## config.mk

```make
export PLATFORM = sky130hd
export DESIGN_NAME = seg_scan_ctrl
export DESIGN_NICKNAME = d
export VERILOG_FILES = /design/src/rtl/seg_scan_ctrl.sv
export SDC_FILE = /design/constraint.sdc
export NUM_CORES = 1
export LEC_CHECK = 0
export ABC_AREA = 1
export ABC_CLOCK_PERIOD_IN_PS = 1700
export CAP_MARGIN = 10
export CELL_PAD_IN_SITES_DETAIL_PLACEMENT = 1
export CELL_PAD_IN_SITES_GLOBAL_PLACEMENT = 1
export CORE_MARGIN = 2
export CORE_UTILIZATION = 43
export DETAILED_ROUTE_END_ITERATION = 10
export PLACE_DENSITY_LB_ADDON = 0.12
export SYNTH_ARGS = -nofsm -noshare
export SYNTH_HDL_FRONTEND = slang
export SYNTH_SLANG_ARGS = --single-unit
export TNS_END_PERCENT = 1
```

## constraint.sdc

```tcl
create_clock -name clk -period 1.7 [get_ports clk]
set_input_delay 0.17 -clock clk [delete_from_list [all_inputs] [get_ports clk]]
set_output_delay 0.17 -clock clk [all_outputs]
set_load 0.05 [all_outputs]
```

## src/rtl/seg_scan_ctrl.sv

```systemverilog
// Scan controller for N_DIG common-anode digits sharing one hex decoder.
// Optional leading-zero blanking: define SEG_LZB_EN.
module seg_scan_ctrl #(
  parameter int N_DIG = 4,
  parameter int DWELL = 50000,
  parameter int GUARD = 16,
  parameter int CNT_W = 16
) (
  input  logic               clk,
  input  logic               rst_n,
  input  logic               load,
  input  logic [4*N_DIG-1:0] digits_in,
  input  logic [N_DIG-1:0]   en_in,
  output logic [3:0]         cif_hexa,
  output logic [N_DIG-1:0]   an_n,
  output logic               load_ack,
  output logic               frame_tick
);

  localparam int IW = (N_DIG > 1) ? $clog2(N_DIG) : 1;

  typedef enum logic {
    ST_GUARD,
    ST_SHOW
  } state_t;

  state_t             state, state_d;
  logic [IW-1:0]      idx, idx_d, idx_nx;
  logic [CNT_W-1:0]   cnt, cnt_d;
  logic [4*N_DIG-1:0] act_dig, act_dig_d;
  logic [N_DIG-1:0]   act_en, act_en_d;
  logic [4*N_DIG-1:0] sh_dig, sh_dig_d;
  logic [N_DIG-1:0]   sh_en, sh_en_d;
  logic               pend, pend_d;
  logic [4*N_DIG-1:0] src_dig;
  logic [N_DIG-1:0]   src_en;
  logic [3:0]         hex_d;
  logic [N_DIG-1:0]   an_d;
  logic               ack_d, tick_d;

`ifdef SEG_LZB_EN
  function automatic logic [N_DIG-1:0] lzb_mask(
    input logic [4*N_DIG-1:0] d
  );
    logic [N_DIG-1:0] m;
    logic             lead;
    m    = '1;
    lead = 1'b1;
    for (int i = N_DIG - 1; i >= 1; i--) begin
      if (lead && d[4*i +: 4] == 4'h0) m[i] = 1'b0;
      else lead = 1'b0;
    end
    return m;
  endfunction
`endif

  // Next-state, image apply and registered-output values
  always_comb begin
    state_d   = state;
    idx_d     = idx;
    cnt_d     = cnt + 1'b1;
    act_dig_d = act_dig;
    act_en_d  = act_en;
    sh_dig_d  = sh_dig;
    sh_en_d   = sh_en;
    pend_d    = pend;
    hex_d     = cif_hexa;
    an_d      = an_n;
    ack_d     = 1'b0;
    tick_d    = 1'b0;
    idx_nx    = (idx == IW'(N_DIG - 1)) ? '0 : idx + 1'b1;
    src_dig   = load ? digits_in : sh_dig;
    src_en    = load ? en_in : sh_en;

    if (load) begin
      sh_dig_d = digits_in;
      sh_en_d  = en_in;
      pend_d   = 1'b1;
    end

    unique case (state)
      ST_GUARD: begin
        an_d = '1;
        if (cnt == CNT_W'(GUARD - 1)) begin
          cnt_d   = '0;
          state_d = ST_SHOW;
          idx_d   = idx_nx;
          if (idx_nx == '0) begin
            tick_d = 1'b1;
            if (load || pend) begin
              act_dig_d = src_dig;
`ifdef SEG_LZB_EN
              act_en_d  = src_en & lzb_mask(src_dig);
`else
              act_en_d  = src_en;
`endif
              ack_d     = 1'b1;
              pend_d    = 1'b0;
            end
          end
          for (int i = 0; i < N_DIG; i++) begin
            if (idx_nx == IW'(i)) begin
              hex_d   = act_dig_d[4*i +: 4];
              an_d[i] = ~act_en_d[i];
            end
          end
        end
      end
      ST_SHOW: begin
        if (cnt == CNT_W'(DWELL - 1)) begin
          cnt_d   = '0;
          state_d = ST_GUARD;
          an_d    = '1;
        end
      end
      default: state_d = ST_GUARD;
    endcase
  end

  // State, image and output registers
  always_ff @(posedge clk or negedge rst_n) begin
    if (!rst_n) begin
      state      <= ST_GUARD;
      idx        <= IW'(N_DIG - 1);
      cnt        <= '0;
      act_dig    <= '0;
      act_en     <= '0;
      sh_dig     <= '0;
      sh_en      <= '0;
      pend       <= 1'b0;
      cif_hexa   <= 4'h0;
      an_n       <= '1;
      load_ack   <= 1'b0;
      frame_tick <= 1'b0;
    end else begin
      state      <= state_d;
      idx        <= idx_d;
      cnt        <= cnt_d;
      act_dig    <= act_dig_d;
      act_en     <= act_en_d;
      sh_dig     <= sh_dig_d;
      sh_en      <= sh_en_d;
      pend       <= pend_d;
      cif_hexa   <= hex_d;
      an_n       <= an_d;
      load_ack   <= ack_d;
      frame_tick <= tick_d;
    end
  end

endmodule
```

# Yosys cells after proc, flatten, opt, wreduce, memory -nomap -nowiden
# Cells that the tools add are included.
# totals
regBits,70
inputBits,23
wordCells,69
# classes
addsub,2
n_eq_ne,7
mux,38
bitwise,5
reduce_logical,5
# ops
op,count
$mux 16,5
$mux 4,11
$pmux 16 s2,1
$mux 1,18
$add 16x1->16 const B,1
$eq 16x16->1 const B,1
$eq 16x4->1 const B,1
$pmux 4 s2,1
$eq 2x2->1 const B,3
$not 1->1,5
$reduce_bool 4->1,1
$reduce_and 3->1,1
$add 2x1->2 const B,1
$eq 2x1->1 const B,1
$logic_not 2->1,1
$mux 2,1
$ne 2x1->1 const B,1
$pmux 1 s2,1
$reduce_and 2->1,1
$logic_or 1x1->1,1

# Depth between registers and ports, before layout
# logic_depth
depth_word,10
ltp_mapped,11
depth_no_buf,10

# Worst setup path before layout
# Ideal clock, no wire load.
# synth_timing
kind,flip-flop to flip-flop
from,reg idx[0]
to,reg cif_hexa[0]
setup_time_ns,0.118
arrival_time_ns,1.443
required_ns,1.582
slack_ns,0.140
stages_incl_launch_ff,10
n_path_buf,1
path_cell_list,dfstp_2 > ha_1 > inv_1 > nor2_2 > buf_2 > nand3_1 > o21ai_1 > nand2_1 > nand3_2 > nand2_1
# synth_between
elab_chain_cells,8
# synth_lines
item,line,source
start: declaration,28,"logic [IW-1:0] idx, idx_d, idx_nx;"
start signal: assignment,124,idx <= IW'(N_DIG - 1);
start signal: assignment,137,idx <= idx_d;
$add 2x1->2 / $eq 2x2->1 (equally long branches),71,idx_nx = (idx == IW'(N_DIG - 1)) ? '0 : idx + 1'b1;
$mux 2 (*),71,
$logic_not 2->1,"88, 102",
$mux 16,88,if (idx_nx == '0) begin
$mux 4 (4 in a row),102,if (idx_nx == IW'(i)) begin
end signal: assignment,131,cif_hexa <= 4'h0;
end signal: assignment,144,cif_hexa <= hex_d;
end: declaration,14,"output logic [3:0] cif_hexa,"
# Every way passes the cells marked *; elsewhere a longest branch is shown, timed or not. The select of a mux whose other input is x is not followed.
# A chain may end at the register's enable or synchronous reset.

# Final worst setup path
# layout_timing
from,reg load_ack
to,out load_ack
# layout_lines
item,line,source
start: declaration,16,"output logic load_ack,"
start signal: assignment,146,load_ack <= ack_d;
# No word-level cell between the ends.

==> flow_results.xml <==
<?xml version="1.0" encoding="UTF-8"?>
<metrics>
  <group name="run_status">
    <metric name="status" unit="">complete, no violations</metric>
  </group>
  <group name="flow_run">
    <metric name="drv_cap" unit="">0</metric>
  </group>
  <group name="routing">
    <metric name="detail_route.first_pass.iterations" unit="">4</metric>
    <metric name="via_per_inst" unit="">5.06</metric>
    <metric name="detail-route-antenna-nets" unit="">0</metric>
    <metric name="drcViolationCount" unit="">0</metric>
    <metric name="drt-wirelength-per-cell" unit="µm">15.0</metric>
    <metric name="detailroute.wirelength.met3" unit="µm">191</metric>
    <metric name="routed.top_layer" unit="">met4</metric>
    <metric name="drt_wl_total" unit="mm">8.86</metric>
    <metric name="total_via_count_after_detailed_routing" unit="">2993</metric>
    <metric name="initialDrtViolationCount" unit="">88</metric>
    <metric name="met2_length" unit="mm">4.40</metric>
    <metric name="wl_met1" unit="mm">4.16</metric>
  </group>
  <group name="setup_path">
    <metric name="timing.critical_path.slowest_stage_cell" unit="">sky130_fd_sc_hd__clkdlybuf4s50_1</metric>
    <metric name="regToRegSetupSlack" unit="ns">0.06</metric>
    <metric name="reg2reg_start" unit="">idx[0]</metric>
    <metric name="path_delay_family" unit="">buffers and inverters</metric>
    <metric name="worstPathRequired" unit="ns">1.53</metric>
    <metric name="timing.rr.end" unit="">cif_hexa[1]</metric>
    <metric name="worst_path_largest_cell_delay" unit="ns">0.80</metric>
    <metric name="crit_chain" unit="">clkdlybuf4s50_1</metric>
    <metric name="r2r.worst_path.cells" unit="">9</metric>
    <metric name="critical_path.max_fanout" unit="">1</metric>
    <metric name="timing.critical_path.arrival" unit="ns">1.48</metric>
    <metric name="cp-start-kind" unit="">register</metric>
    <metric name="crit_path_capture_type" unit="">output pin</metric>
    <metric name="crit_buf_inv" unit="">1</metric>
    <metric name="timing.setup.critical_path_class" unit="">reg2out</metric>
    <metric name="critical_path.startpoint" unit="">load_ack</metric>
  </group>
  <group name="timing">
    <metric name="timing.final.ws_setup" unit="ns">0.0528</metric>
    <metric name="period_minus_slack" unit="ns">1.65</metric>
    <metric name="slew_viol_final" unit="">0</metric>
    <metric name="finClkSkew" unit="ns">0.0139</metric>
    <metric name="setup_viol_count_final" unit="">0</metric>
    <metric name="grt_setup_unrepaired" unit="">true</metric>
    <metric name="worst_pin_slew" unit="ns">0.492</metric>
    <metric name="fin_worst_hold_slack" unit="ns">0.372</metric>
    <metric name="final_hold_viol_count" unit="">0</metric>
    <metric name="max_slew_headroom_at_the_worst_pin" unit="">0.671</metric>
    <metric name="timing.fmax" unit="MHz">607</metric>
    <metric name="period_share" unit="">0.969</metric>
  </group>
  <group name="logic_synthesis">
    <metric name="netlist-cell-type-count" unit="">33</metric>
    <metric name="synth_async_sr_flop_share" unit="">1.00</metric>
    <metric name="number_of_enable_type_register_cells_in_the_synthesized_netlist" unit="">0</metric>
    <metric name="cell_accounting_for_the_most_synthesized_area" unit="">sky130_fd_sc_hd__dfrtp_1</metric>
    <metric name="synth_top_area_frac" unit="">0.458</metric>
    <metric name="synth.avg_cell_area" unit="µm²">8.22</metric>
    <metric name="ys_seq_area_frac" unit="">0.503</metric>
    <metric name="yosysMostFrequentCell" unit="">sky130_fd_sc_hd__nand2_1</metric>
    <metric name="synth_warnings" unit="">0</metric>
    <metric name="synth.cell_area" unit="mm²">0.00350</metric>
    <metric name="ys_ff_latch" unit="">70</metric>
    <metric name="ys_top_cells_by_count" unit="">sky130_fd_sc_hd__nand2_1, sky130_fd_sc_hd__dfrtp_1, sky130_fd_sc_hd__inv_1, sky130_fd_sc_hd__nor2_1, sky130_fd_sc_hd__nand3_1</metric>
    <metric name="main_flop_type_after_synthesis" unit="">sky130_fd_sc_hd__dfrtp_1</metric>
    <metric name="synthCells" unit="">426</metric>
    <metric name="synth.top_cells.by_area" unit="">sky130_fd_sc_hd__dfrtp_1, sky130_fd_sc_hd__nand2_1, sky130_fd_sc_hd__inv_1, sky130_fd_sc_hd__nand3_1, sky130_fd_sc_hd__dfstp_2</metric>
    <metric name="postSynthNetCount" unit="">454</metric>
  </group>
  <group name="clock_tree">
    <metric name="cts_tree" unit="">done</metric>
    <metric name="cts_buffers" unit="">9</metric>
    <metric name="clockRootBuffer" unit="">sky130_fd_sc_hd__clkbuf_8</metric>
    <metric name="clock_sinks" unit="">70</metric>
    <metric name="clock_insertion_delay_worst_skew" unit="ns">0.34</metric>
    <metric name="clock_path_buffers" unit="">2</metric>
    <metric name="clk_pin_slew" unit="ns">0.08</metric>
    <metric name="cts_htree_levels" unit="">3</metric>
  </group>
  <group name="layout">
    <metric name="drive_above_1_share" unit="">0.170</metric>
    <metric name="area_growth" unit="%">25.3</metric>
    <metric name="nFillCells" unit="">947</metric>
    <metric name="layout.nets" unit="">512</metric>
    <metric name="diodes_inserted" unit="">0</metric>
  </group>
  <group name="floorplanning">
    <metric name="core-area" unit="mm²">0.00781</metric>
    <metric name="die-area" unit="mm²">0.00888</metric>
    <metric name="placementRows" unit="">32</metric>
    <metric name="die_y" unit="µm">94.2</metric>
    <metric name="ioPinCount" unit="">33</metric>
    <metric name="initial_utilization" unit="">0.448</metric>
    <metric name="die-width" unit="µm">94.2</metric>
  </group>
  <group name="placement">
    <metric name="buffer_ports.inserted" unit="">32</metric>
    <metric name="place_hpwl" unit="mm">6.26</metric>
    <metric name="pre_cts_ws" unit="ns">-0.134</metric>
    <metric name="place_congestion" unit="">0.826</metric>
  </group>
  <group name="grt">
    <metric name="via_count_of_the_first_global_routing_pass" unit="">3124</metric>
    <metric name="largest_net_degree_at_the_start_of_global_routing" unit="">71</metric>
    <metric name="grt_pass1_wl" unit="mm">14.8</metric>
    <metric name="grt_ovf" unit="">0</metric>
    <metric name="grt_antenna_before_repair" unit="">0</metric>
    <metric name="grt_usage" unit="">0.215</metric>
  </group>
  <group name="hold_path">
    <metric name="min-delay-path-class" unit="">in2async</metric>
  </group>
  <group name="power_and_ir_drop">
    <metric name="power_density_of_the_placed_cells" unit="mW/mm²">753</metric>
    <metric name="p_leak" unit="µW">0.00216</metric>
    <metric name="vdd_ir_drop_max" unit="mV">0.427</metric>
  </group>
</metrics>
[worst max-delay path by stage]
stage / endpoint / slack, ns / depth (start not counted)
after floorplan: cif_hexa[0] / 0.14 / 9
after global placement: cif_hexa[2] / -0.07 / 9
after detailed placement: cif_hexa[2] / -0.13 / 9
after CTS: cif_hexa[1] / 0.02 / 9
after global routing: cif_hexa[1] / -0.04 / 9
final: load_ack / 0.05 / 1
[cell usage in the layout, fill, tap and decap left out, drive strengths merged, types with 5 or more instances in the layout]
master         synthesis  routed
inv                   57      57
clkdlybuf4s50          0      23
o21ai                 28      28
dfstp                  6       6
xor2                   6       6
nand2                122     122
clkbuf                 0      13
dfrtp                 64      64
buf                   14      33
ha                     5       5
nand3                 38      38
nand4                  7       7
nor2                  40      40
nor3                   7       7
a21oi                 17      17
[registers in the layout (all words and copies together) (netlist names)]
| register | flops |
|---|---|
| act_dig | 16 |
| cnt | 16 |
| sh_dig | 16 |
| act_en | 4 |
| an_n | 4 |
| cif_hexa | 4 |
| sh_en | 4 |
| idx | 2 |
| frame_tick | 1 |
| load_ack | 1 |
| pend | 1 |
| state | 1 |
[through the flow]
step	cells	setup TNS (ns)	area, µm²	util	total power (µW)
floorplan	426	0	3500	-	1860
global placement	572	-0.126	4100	0.525	1990
detailed placement	572	-0.315	4100	0.525	2000
CTS	589	0	4310	0.552	3340
global route	591	-0.133	4380	0.562	3430
finish	591	0	4380	0.562	3300
[final cells by class]
type	count	area, µm²	area share
sequential	70	1760	0.401
multi-input combinational	284	1430	0.325
timing repair buffer	61	657	0.150
inverter	58	223	0.0508
clock buffer	12	145	0.0331
tap	102	128	0.0291
clock inverter	4	47.5	0.0108
[worst register-to-register path: cells and delay by family (launching register included)]
family	cells	cell delay, ns
AOI/OAI and AO/OA	1	0.09
adders and majority gates	1	0.15
buffers and inverters	2	0.21
DFF	1	0.56
and+or+nand+nor	5	0.53
[logic make-up after synthesis]
logic type | after synthesis | synth area share
fa+ha+maj | 5 | 0.0179
buf+inv | 72 | 0.0987
simple gates | 218 | 0.277
compound gates | 54 | 0.0862
flops | 70 | 0.503
xor+xnor | 7 | 0.0175
[power breakdown]
part,internal (µW),switching (µW)
combinational,100,131
clock,715,625
sequential,1720,15.8
total,2530,772
[metal layers]
layer  up-vias  track usage
li1       1475            -
met1      1473        0.289
met2        34        0.357
met3        11       0.0273
met4         0       0.0761
met5         -            0
[repair_timing]
item | CTS | global route
buffers inserted | 0 | 1
endpoints found under the hold margin | 64 | 0
hold buffers | 1 | 0
endpoints found under the setup margin | 7 | 12
gates cloned | 0 | 1
pin swaps | 0 | 2
gates resized for setup | 5 | 11
Power figures use the tool's default switching activity.
